--- config.mk ---
export PLATFORM = sky130hd
export DESIGN_NAME = dmem_arbiter
export DESIGN_NICKNAME = d
export VERILOG_FILES = /design/src/rtl/dmem_arbiter.sv
export SDC_FILE = /design/constraint.sdc
export NUM_CORES = 1
export LEC_CHECK = 0
export ABC_AREA = 1
export CAP_MARGIN = 5
export CORE_MARGIN = 2
export CORE_UTILIZATION = 40
export CTS_CLUSTER_DIAMETER = 40
export DETAILED_ROUTE_END_ITERATION = 8
export PLACE_DENSITY = 0.78
export SLEW_MARGIN = 20
export SYNTH_ARGS = -nofsm -noshare
export SYNTH_HDL_FRONTEND = slang
export SYNTH_SLANG_ARGS = --single-unit
--- constraint.sdc ---
create_clock -name clk -period 2.7 [get_ports clk]
set_clock_uncertainty 0.1 [all_clocks]
set_input_delay 0.54 -clock clk [delete_from_list [all_inputs] [get_ports clk]]
set_output_delay 0.54 -clock clk [all_outputs]
set_load 0.05 [all_outputs]
--- src/rtl/dmem_arbiter.sv ---
// dmem_arbiter: two-master arbiter and sequencer in front of the data memory.
//   Master 0 is the CPU load/store unit and master 1 is the DMA/debug port.
//   Each accepted request becomes one single-cycle memory access (ACCESS state).
//   The memory strobes, the one-hot access-type flags, the address and the write
//   data are all driven from registers. Read data is captured at the end of the
//   ACCESS cycle and returned one cycle after the grant. Misaligned or illegal
//   requests are granted but never touch memory, and they return an error.
//
// Ports:
//   clk, rst_n               clock (rising edge), asynchronous active-low reset
//   mN_req/we/size/sext      request and command, N = 0, 1; held until mN_gnt
//   mN_addr, mN_wdata        byte address, store data
//   mN_gnt                   one-cycle pulse: command taken, access in progress
//   mN_rvalid/err/rdata      one-cycle response, error qualifier, load data
//   dm_ena, dm_r, dm_w       memory controls
//   sb..lw_flag              one-hot access type
//   dm_addr, dm_data_in      memory address (unshifted) and write data
//   dm_data_out              memory read data (combinational)
//
// Build option: define DMEM_ARB_FIXED_PRIO_EN to give master 0 fixed priority
// over master 1. The round-robin pointer is still updated but has no effect.

module dmem_arbiter #(
  parameter int unsigned ADDR_W  = 7,
  parameter int unsigned RR_INIT = 1
) (
  input  logic              clk,
  input  logic              rst_n,
  input  logic              m0_req,
  input  logic              m0_we,
  input  logic [1:0]        m0_size,
  input  logic              m0_sext,
  input  logic [ADDR_W-1:0] m0_addr,
  input  logic [31:0]       m0_wdata,
  output logic              m0_gnt,
  output logic              m0_rvalid,
  output logic              m0_err,
  output logic [31:0]       m0_rdata,
  input  logic              m1_req,
  input  logic              m1_we,
  input  logic [1:0]        m1_size,
  input  logic              m1_sext,
  input  logic [ADDR_W-1:0] m1_addr,
  input  logic [31:0]       m1_wdata,
  output logic              m1_gnt,
  output logic              m1_rvalid,
  output logic              m1_err,
  output logic [31:0]       m1_rdata,
  output logic              dm_ena,
  output logic              dm_r,
  output logic              dm_w,
  output logic              sb_flag,
  output logic              sh_flag,
  output logic              sw_flag,
  output logic              lb_flag,
  output logic              lh_flag,
  output logic              lbu_flag,
  output logic              lhu_flag,
  output logic              lw_flag,
  output logic [ADDR_W-1:0] dm_addr,
  output logic [31:0]       dm_data_in,
  input  logic [31:0]       dm_data_out
);

  typedef enum logic [0:0] {StIdle, StAccess} state_e;

  state_e state_q, state_d;

  logic              cur_q, cur_d;          // master owning the access in flight
  logic              ptr_q, ptr_d;          // last-granted master
  logic              acc_err_q, acc_err_d;  // access in flight was rejected
  logic              acc_we_q, acc_we_d;    // access in flight is a store
  logic [1:0]        gnt_q, gnt_d;
  logic [1:0]        rvalid_q, rvalid_d;
  logic [1:0]        err_q, err_d;
  logic [31:0]       rdata0_q, rdata0_d;
  logic [31:0]       rdata1_q, rdata1_d;
  logic              dm_ena_q, dm_ena_d;
  logic              dm_r_q, dm_r_d;
  logic              dm_w_q, dm_w_d;
  logic [7:0]        flags_q, flags_d;      // {sb, sh, sw, lb, lh, lbu, lhu, lw}
  logic [ADDR_W-1:0] addr_q, addr_d;
  logic [31:0]       wdata_q, wdata_d;

  logic              elig0, elig1, any_elig, win;
  logic              sel_we, sel_sext, sel_err;
  logic [1:0]        sel_size;
  logic [ADDR_W-1:0] sel_addr;
  logic [31:0]       sel_wdata, load_data;

  // Eligibility and arbitration. The master being served holds its req through
  // the edge that ends its ACCESS cycle, so it must not win that edge again.
  always_comb begin
    elig0    = m0_req && !(state_q == StAccess && cur_q == 1'b0);
    elig1    = m1_req && !(state_q == StAccess && cur_q == 1'b1);
    any_elig = elig0 || elig1;
`ifdef DMEM_ARB_FIXED_PRIO_EN
    win      = !elig0;
`else
    win      = (elig0 && elig1) ? !ptr_q : elig1;
`endif
  end

  // Winner's command and alignment check.
  always_comb begin
    sel_we    = win ? m1_we    : m0_we;
    sel_size  = win ? m1_size  : m0_size;
    sel_sext  = win ? m1_sext  : m0_sext;
    sel_addr  = win ? m1_addr  : m0_addr;
    sel_wdata = win ? m1_wdata : m0_wdata;
    sel_err   = (sel_size == 2'b11) ||
                (sel_size == 2'b01 && sel_addr[0]) ||
                (sel_size == 2'b10 && sel_addr[1:0] != 2'b00);
  end

  // State register.
  always_ff @(posedge clk or negedge rst_n) begin
    if (!rst_n) begin
      state_q <= StIdle;
    end else begin
      state_q <= state_d;
    end
  end

  // Next state: every edge with an eligible request starts a new ACCESS cycle.
  always_comb begin
    state_d = any_elig ? StAccess : StIdle;
  end

  // Output and datapath next values.
  always_comb begin
    cur_d     = cur_q;
    ptr_d     = ptr_q;
    acc_err_d = acc_err_q;
    acc_we_d  = acc_we_q;
    gnt_d     = 2'b00;
    rvalid_d  = 2'b00;
    err_d     = 2'b00;
    rdata0_d  = rdata0_q;
    rdata1_d  = rdata1_q;
    dm_ena_d  = 1'b0;
    dm_r_d    = 1'b0;
    dm_w_d    = 1'b0;
    flags_d   = 8'h00;
    addr_d    = '0;
    wdata_d   = 32'h0;
    load_data = 32'h0;

    if (state_d == StAccess) begin
      gnt_d[win] = 1'b1;
      cur_d      = win;
      ptr_d      = win;
      acc_err_d  = sel_err;
      acc_we_d   = sel_we;
      if (!sel_err) begin
        dm_ena_d = 1'b1;
        dm_r_d   = !sel_we;
        dm_w_d   = sel_we;
        addr_d   = sel_addr;
        wdata_d  = sel_we ? sel_wdata : 32'h0;
        case ({sel_we, sel_size})
          3'b100:  flags_d = 8'b1000_0000;
          3'b101:  flags_d = 8'b0100_0000;
          3'b110:  flags_d = 8'b0010_0000;
          3'b000:  flags_d = sel_sext ? 8'b0001_0000 : 8'b0000_0100;
          3'b001:  flags_d = sel_sext ? 8'b0000_1000 : 8'b0000_0010;
          3'b010:  flags_d = 8'b0000_0001;
          default: flags_d = 8'h00;
        endcase
      end
    end

    // Response for the access that ends at this edge.
    if (state_q == StAccess) begin
      rvalid_d[cur_q] = 1'b1;
      err_d[cur_q]    = acc_err_q;
      load_data       = (acc_err_q || acc_we_q) ? 32'h0 : dm_data_out;
      if (cur_q) begin
        rdata1_d = load_data;
      end else begin
        rdata0_d = load_data;
      end
    end
  end

  always_ff @(posedge clk or negedge rst_n) begin
    if (!rst_n) begin
      cur_q     <= 1'b0;
      ptr_q     <= (RR_INIT != 0);
      acc_err_q <= 1'b0;
      acc_we_q  <= 1'b0;
      gnt_q     <= 2'b00;
      rvalid_q  <= 2'b00;
      err_q     <= 2'b00;
      rdata0_q  <= 32'h0;
      rdata1_q  <= 32'h0;
      dm_ena_q  <= 1'b0;
      dm_r_q    <= 1'b0;
      dm_w_q    <= 1'b0;
      flags_q   <= 8'h00;
      addr_q    <= '0;
      wdata_q   <= 32'h0;
    end else begin
      cur_q     <= cur_d;
      ptr_q     <= ptr_d;
      acc_err_q <= acc_err_d;
      acc_we_q  <= acc_we_d;
      gnt_q     <= gnt_d;
      rvalid_q  <= rvalid_d;
      err_q     <= err_d;
      rdata0_q  <= rdata0_d;
      rdata1_q  <= rdata1_d;
      dm_ena_q  <= dm_ena_d;
      dm_r_q    <= dm_r_d;
      dm_w_q    <= dm_w_d;
      flags_q   <= flags_d;
      addr_q    <= addr_d;
      wdata_q   <= wdata_d;
    end
  end

  assign m0_gnt     = gnt_q[0];
  assign m1_gnt     = gnt_q[1];
  assign m0_rvalid  = rvalid_q[0];
  assign m1_rvalid  = rvalid_q[1];
  assign m0_err     = err_q[0];
  assign m1_err     = err_q[1];
  assign m0_rdata   = rdata0_q;
  assign m1_rdata   = rdata1_q;
  assign dm_ena     = dm_ena_q;
  assign dm_r       = dm_r_q;
  assign dm_w       = dm_w_q;
  assign sb_flag    = flags_q[7];
  assign sh_flag    = flags_q[6];
  assign sw_flag    = flags_q[5];
  assign lb_flag    = flags_q[4];
  assign lh_flag    = flags_q[3];
  assign lbu_flag   = flags_q[2];
  assign lhu_flag   = flags_q[1];
  assign lw_flag    = flags_q[0];
  assign dm_addr    = addr_q;
  assign dm_data_in = wdata_q;

endmodule

==> flow_summary.yaml, run 1 <==
pwr:
  p_int_mw: 5.75
  swShare: 0.459
  power_frac_comb: 0.514
  power_switching_mw: 4.88
  vdd_drop_max_mv: 0.514
  power.density_nw_per_um2: 1240
  pwr-share-clk: 0.223
  seqPwrFrac: 0.263
  p_leak_nw: 3.91
worst_setup_path:
  cp_slowest_cell: "clkdlybuf4s50_1"
  critPathRequiredTime_ps: 2060
  crit_path_start_kind: "flop"
  end_kind: "output port"
  crit_path_max_fanout: 2
  cp_top_family: "buffers and inverters"
  path_class: "reg2out"
  crit_buf_inv: 1
  arrival_ps: 1600
  cp_cell_sequence: "clkdlybuf4s50_1"
  max_stage_delay_ps: 840
route:
  wl_per_cell_um: 14.9
  vias: 4871
  routed_wl_um: 15200
  drt-met1-wl_um: 6180
  firstDrtPassIters: 4
  detail-route-antenna-nets: 0
  routed-wl-met3_um: 1240
  drtIter0Drc: 316
  met2WireLength_um: 7420
  vias_per_cell: 4.75
  top_layer: "met4"
  drc: 0
floorplanning:
  die-area_um2: 14200
  io_pins: 242
  start_util: 0.405
  fp-row-count: 42
  die_h_um: 119
  die_w_um: 119
  core_um2: 13100
sta:
  setup-violations-final: 0
  timing.final.crit_share: 0.831
  finalHoldViolCount: 0
  slew_violations: 0
  tightest_slew_ps: 575
  max_freq_mhz: 446
  rsz0062_at_grt: "false"
  finalSetupTns_ps: 0
  final.min_clock_period_ps: 2240
  relSlewSlack: 0.616
synth:
  yosysTopAreaCell: "dfrtp_1"
  ys_seq_area_frac: 0.588
  synth_area_um2: 5320
  synth_nets: 717
  synth.area.top_cells: "dfrtp_1 58%, nand2_1 19%, o21ai_0 6.2%, nor3_2 5.6%, inv_1 1.3%"
  synth_seq_cells: 125
  synth_top_cell_area_share: 0.583
  synth_ff_type: "dfrtp_1"
  syn_area_per_cell_um2: 8.95
  syn_inst: 595
  ys_types: 23
  yosysMostFrequentCell: "nand2_1"
  synth_edf_count: 0
  post_synth_most_frequent_cells: "265 x nand2_1, 124 x dfrtp_1, 66 x o21ai_0, 30 x nor3_2, 19 x inv_1"
  synth_async_sr_flop_share: 1.00
  yosysWarnings: 0
finish:
  drive_gt1_frac: 0.113
  nets: 958
  stdcell_area_um2: 8580
  antennaDiodeCount: 0
  syn_to_final_growth_pct: 61.2
status:
  status: "completed"
global_route:
  grt_pass1_vias: 4936
  overflow: 0
  grt_pass1_wl_um: 24600
  grtUsageTotal: 0.219
  grt_max_degree: 68
  antenna_found_initial: 0
place:
  place_area_um2: 7960
  portBuffers: 241
  gp_congestion: 0.908
  dp_hpwl_um: 11200
cts:
  cts_buffer_depth: 2
  cts.sinks: 125
  cts-htree-levels: 4
  cts_made_buffers: 17
  post_cts_resized: 0
  cts_tree: "built"
  clkLatencyLatePin_ps: 400
  clk_pin_slew_ps: 60
  clock-root-buffer: "clkbuf_16"
flow_run:
  cap_violations: 0
worst_hold_path:
  hp-class: "reg2reg"
## worst paths after layout
| kind | slack [ps] | to | start | cells past startpoint |
|---|---|---|---|---|
| worst min-delay path | 380 | m0_rdata[5] | m0_rdata[5] | 2 |
| worst max register to register | 710 | dm_data_in[2] | state_q | 9 |
| min in group asynchronous | 470 | m0_rdata[19] | rst_n | 2 |
| max in group asynchronous | 1410 | m0_rdata[7] | rst_n | 3 |
| worst min register to register | 380 | m0_rdata[5] | m0_rdata[5] | 2 |
| worst max-delay path | 460 | m0_rdata[29] | m0_rdata[29] | 1 |
## logic make-up after synthesis
| logic type | Yosys count | share of synthesized area |
|---|---|---|
| AO/OA/AOI/OAI | 67 | 0.0651 |
| buffers and inverters | 61 | 0.0533 |
| AND/OR/NAND/NOR | 342 | 0.294 |
| flip-flops | 125 | 0.588 |
## timing repair
action,4_1_cts,5_1_grt
endpoints found under the hold margin,11,0
hold buffers,1,0
buffers inserted,0,0
## layout make-up
cell class	instances	area [um^2]
fill	1051	4550
sequential	125	3130
timing repair buffer	260	2620
multi-input combinational	409	1910
clock buffer	21	450
tap	176	220
clock inverter	11	168
inverter	23	86.3
## per-layer routing
layer  track usage  vias up
li1              -     2362
met1         0.265     2276
met2         0.366      203
met3        0.0723       30
met4        0.0794        0
met5             0        -
## sequential cells by signal, indices dropped and copies added, names as in the netlist, 2 cells and up
| signal | cells |
|---|---|
| dm_addr | 7 |
| dm_data_in | 32 |
| err_q | 2 |
| flags_q | 8 |
| gnt_q | 2 |
| m0_rdata | 32 |
| m1_rdata | 32 |
| rvalid_q | 2 |
## per-stage QoR
step                      total power, mW  worst slack [ps]  hold slack [ps]  instances  utilization
after detailed placement             8.31               161              307        992        0.606
after global routing                 11.2               395              412       1025        0.653
after CTS                            10.7               444              387       1025        0.653
after global placement               8.20               205              301        992        0.606
after floorplan                      6.37               872              144        595            -
final                                10.6               457              384       1025        0.653
## power groups by stage
stage | registers [mW] | logic [mW] | clock network (mW)
floorplan | 4.85 | 1.52 | 0
global placement | 2.80 | 5.41 | 0
detailed placement | 2.82 | 5.48 | 0
CTS | 2.80 | 5.50 | 2.41
global route | 2.87 | 5.80 | 2.51
finish | 2.80 | 5.46 | 2.37
## placed cells by master, fill, tap and decap left out
cell type,instances
buf_12,5
buf_4,14
bufinv_16,4
clkbuf_1,3
clkbuf_16,17
clkbuf_8,1
clkdlybuf4s50_1,240
clkinv_2,3
clkinv_4,2
clkinvlp_4,2
dfrtp_1,124
dfstp_2,1
dlygate4sd3_1,1
inv_1,19
inv_2,4
nand2_1,265
nand2_2,6
nand2_4,1
nand3_1,5
nand3_2,2
nand3b_1,5
nand4_1,4
nor2_1,11
nor2_2,2
nor2_4,1
nor3_1,10
nor3_2,30
o21ai_0,66
o21ai_4,1
(Power assumes the default switching activity.)
==> run 2, diff against run 1 <==
--- a/config.mk
+++ b/config.mk
@@ -8,10 +8,10 @@
 export ABC_AREA = 1
 export CAP_MARGIN = 5
 export CORE_MARGIN = 2
-export CORE_UTILIZATION = 40
+export CORE_UTILIZATION = 38
 export CTS_CLUSTER_DIAMETER = 40
 export DETAILED_ROUTE_END_ITERATION = 8
-export PLACE_DENSITY = 0.78
+export PLACE_DENSITY = 0.77
 export SLEW_MARGIN = 20
 export SYNTH_ARGS = -nofsm -noshare
 export SYNTH_HDL_FRONTEND = slang
==> constraint.sdc (replaced) <==
create_clock -name clk -period 1.8 [get_ports clk]
set_clock_uncertainty 0.1 [all_clocks]
set_input_delay 0.36 -clock clk [delete_from_list [all_inputs] [get_ports clk]]
set_output_delay 0.36 -clock clk [all_outputs]
set_load 0.05 [all_outputs]
==> flow_summary.yaml, run 2 (synthesis results as in run 1) <==
route:
  firstDrtPassIters: 5
  drtIter0Drc: 330
  wl_per_cell_um: 14.9
  drc: 0
  detail-route-antenna-nets: 0
  vias_per_cell: 4.75
  vias: 5050
  routed_wl_um: 15800
cts:
  cts.sinks: 125
  cts_made_buffers: 17
  cts_tree: "built"
  cts-htree-levels: 4
  clk_pin_slew_ps: 60
  clock-root-buffer: "clkbuf_16"
  cts_buffer_depth: 2
  clkLatencyLatePin_ps: 410
sta:
  fin_ws_ps: -106
  setup-violations-final: 36
  max_freq_mhz: 525
  final.min_clock_period_ps: 1910
  relSlewSlack: 0.610
  finalSetupTns_ps: -2260
  timing.final.crit_share: 1.06
  rsz0062_at_grt: "true"
  slew_violations: 0
  hold_slack_ps: 306
  finalHoldViolCount: 0
  tightest_slew_ps: 584
worst_setup_path:
  r2r-start: "state_q"
  max_stage_delay_ps: 400
  cp_slowest_cell: "dfrtp_1"
  crit_path_start_kind: "flop"
  cp_cell_sequence: "nand2_2 -> inv_2 -> nor2_4 -> buf_6 -> buf_6 -> nand3_2 -> nand2_2 -> o21ai_4 -> buf_12 -> nand2_8 -> clkbuf_16 -> nor3_2"
  critPathRequiredTime_ps: 1990
  crit_buf_inv: 5
  worstRegToRegCells: 12
  r2r_end: "dm_data_in[19]"
  arrival_ps: 2090
  crit_path_max_fanout: 6
  cp_top_family: "buffers and inverters"
  end_kind: "flop"
  reg2reg_slack_ps: -110
  path_class: "reg2reg"
place:
  place_area_um2: 7870
  placed_cells: 1017
  gp_congestion: 0.821
  pre_cts_ws_ps: -490
  portBuffers: 241
  dp_hpwl_um: 10800
finish:
  instances_no_fill: 1063
  final_util: 0.649
  antennaDiodeCount: 0
  drive_gt1_frac: 0.314
  nets: 992
  syn_to_final_growth_pct: 67.8
  layout_common_cells: "257 x nand2_1, 150 x buf_4, 124 x dfrtp_1, 120 x clkdlybuf4s50_1, 66 x o21ai_0"
  stdcell_area_um2: 8940
  mostFrequentLayoutCell: "nand2_1"
  nFillCells: 1148
global_route:
  grt_pass1_vias: 4672
  antenna_found_initial: 0
  grtUsageTotal: 0.201
  grt_max_degree: 67
  grt_pass1_wl_um: 23200
  overflow: 0
pwr:
  vdd_drop_max_mv: 0.735
  finalPower_mw: 16.7
  p_leak_nw: 4.43
  power.density_nw_per_um2: 1870
floorplanning:
  die_h_um: 122
  die-area_um2: 15000
  die_w_um: 122
  start_util: 0.387
  core_um2: 13800
  fp-row-count: 43
  io_pins: 242
status:
  violations: "setup timing"
  status: "finished with violations"
flow_run:
  cap_violations: 0
worst_hold_path:
  hp-class: "in2async"
==> run 2: cell count changes in the layout (fill, tap and decap cells not counted), moves of 5 or more <==
cell | previous run | this run
buf_4 | 14 | 150
clkdlybuf4s50_1 | 240 | 120
nor3_2 | 30 | 22
buf_12 | 5 | 10
nand2_1 | 265 | 257
buf_6 | 0 | 8
nor3_4 | 0 | 17
nor3_1 | 10 | 1
nand2_2 | 6 | 11
==> run 2: layer usage <==
layer	routed length, um	up-vias	GRT usage
met1	6370	2381	0.246
li1	-	2447	-
met5	0	-	0
met3	1440	17	0.0748
met2	7830	205	0.327
met4	201	0	0.0675
==> run 2: timing repair <==
item	CTS	global route
pin swaps	2	13
hold endpoints to repair	19	0
setup buffers	1	6
endpoints found under the setup margin	44	47
gates resized for setup	14	44
cloned	0	6
hold buffers	1	0
==> run 2: area by class of cell <==
| cell class | instances | area [um^2] | share of cell area |
|---|---|---|---|
| Multi-Input combinational cell | 410 | 2150 | 0.241 |
| Timing Repair Buffer | 293 | 2730 | 0.305 |
| Sequential cell | 125 | 3130 | 0.350 |
| Clock buffer | 18 | 439 | 0.0491 |
| Inverter | 23 | 91.3 | 0.0102 |
| Tap cell | 180 | 225 | 0.0252 |
| Clock inverter | 14 | 169 | 0.0189 |
==> run 2: worst max path at each step <==
| stage | slack, ps | end | startpoint | cells after the start |
|---|---|---|---|---|
| final | -110 | dm_data_in[19] | state_q | 12 |
| after global routing | -190 | dm_data_in[19] | state_q | 12 |
| after CTS | -20 | dm_addr[5] | state_q | 10 |
| after detailed placement | -490 | dm_data_in[31] | m1_req | 11 |
| after global placement | -400 | acc_err_q | m1_req | 11 |
| after floorplan | 40 | dm_data_in[20] | ptr_q | 9 |
==> run 2: power by group <==
| part | leakage, nW | internal, mW | switching [mW] | total [mW] |
|---|---|---|---|---|
| clock | 0.296 | 2.22 | 1.26 | 3.47 |
| combinational | 2.45 | 2.89 | 6.11 | 8.99 |
| sequential | 1.68 | 3.74 | 0.458 | 4.20 |
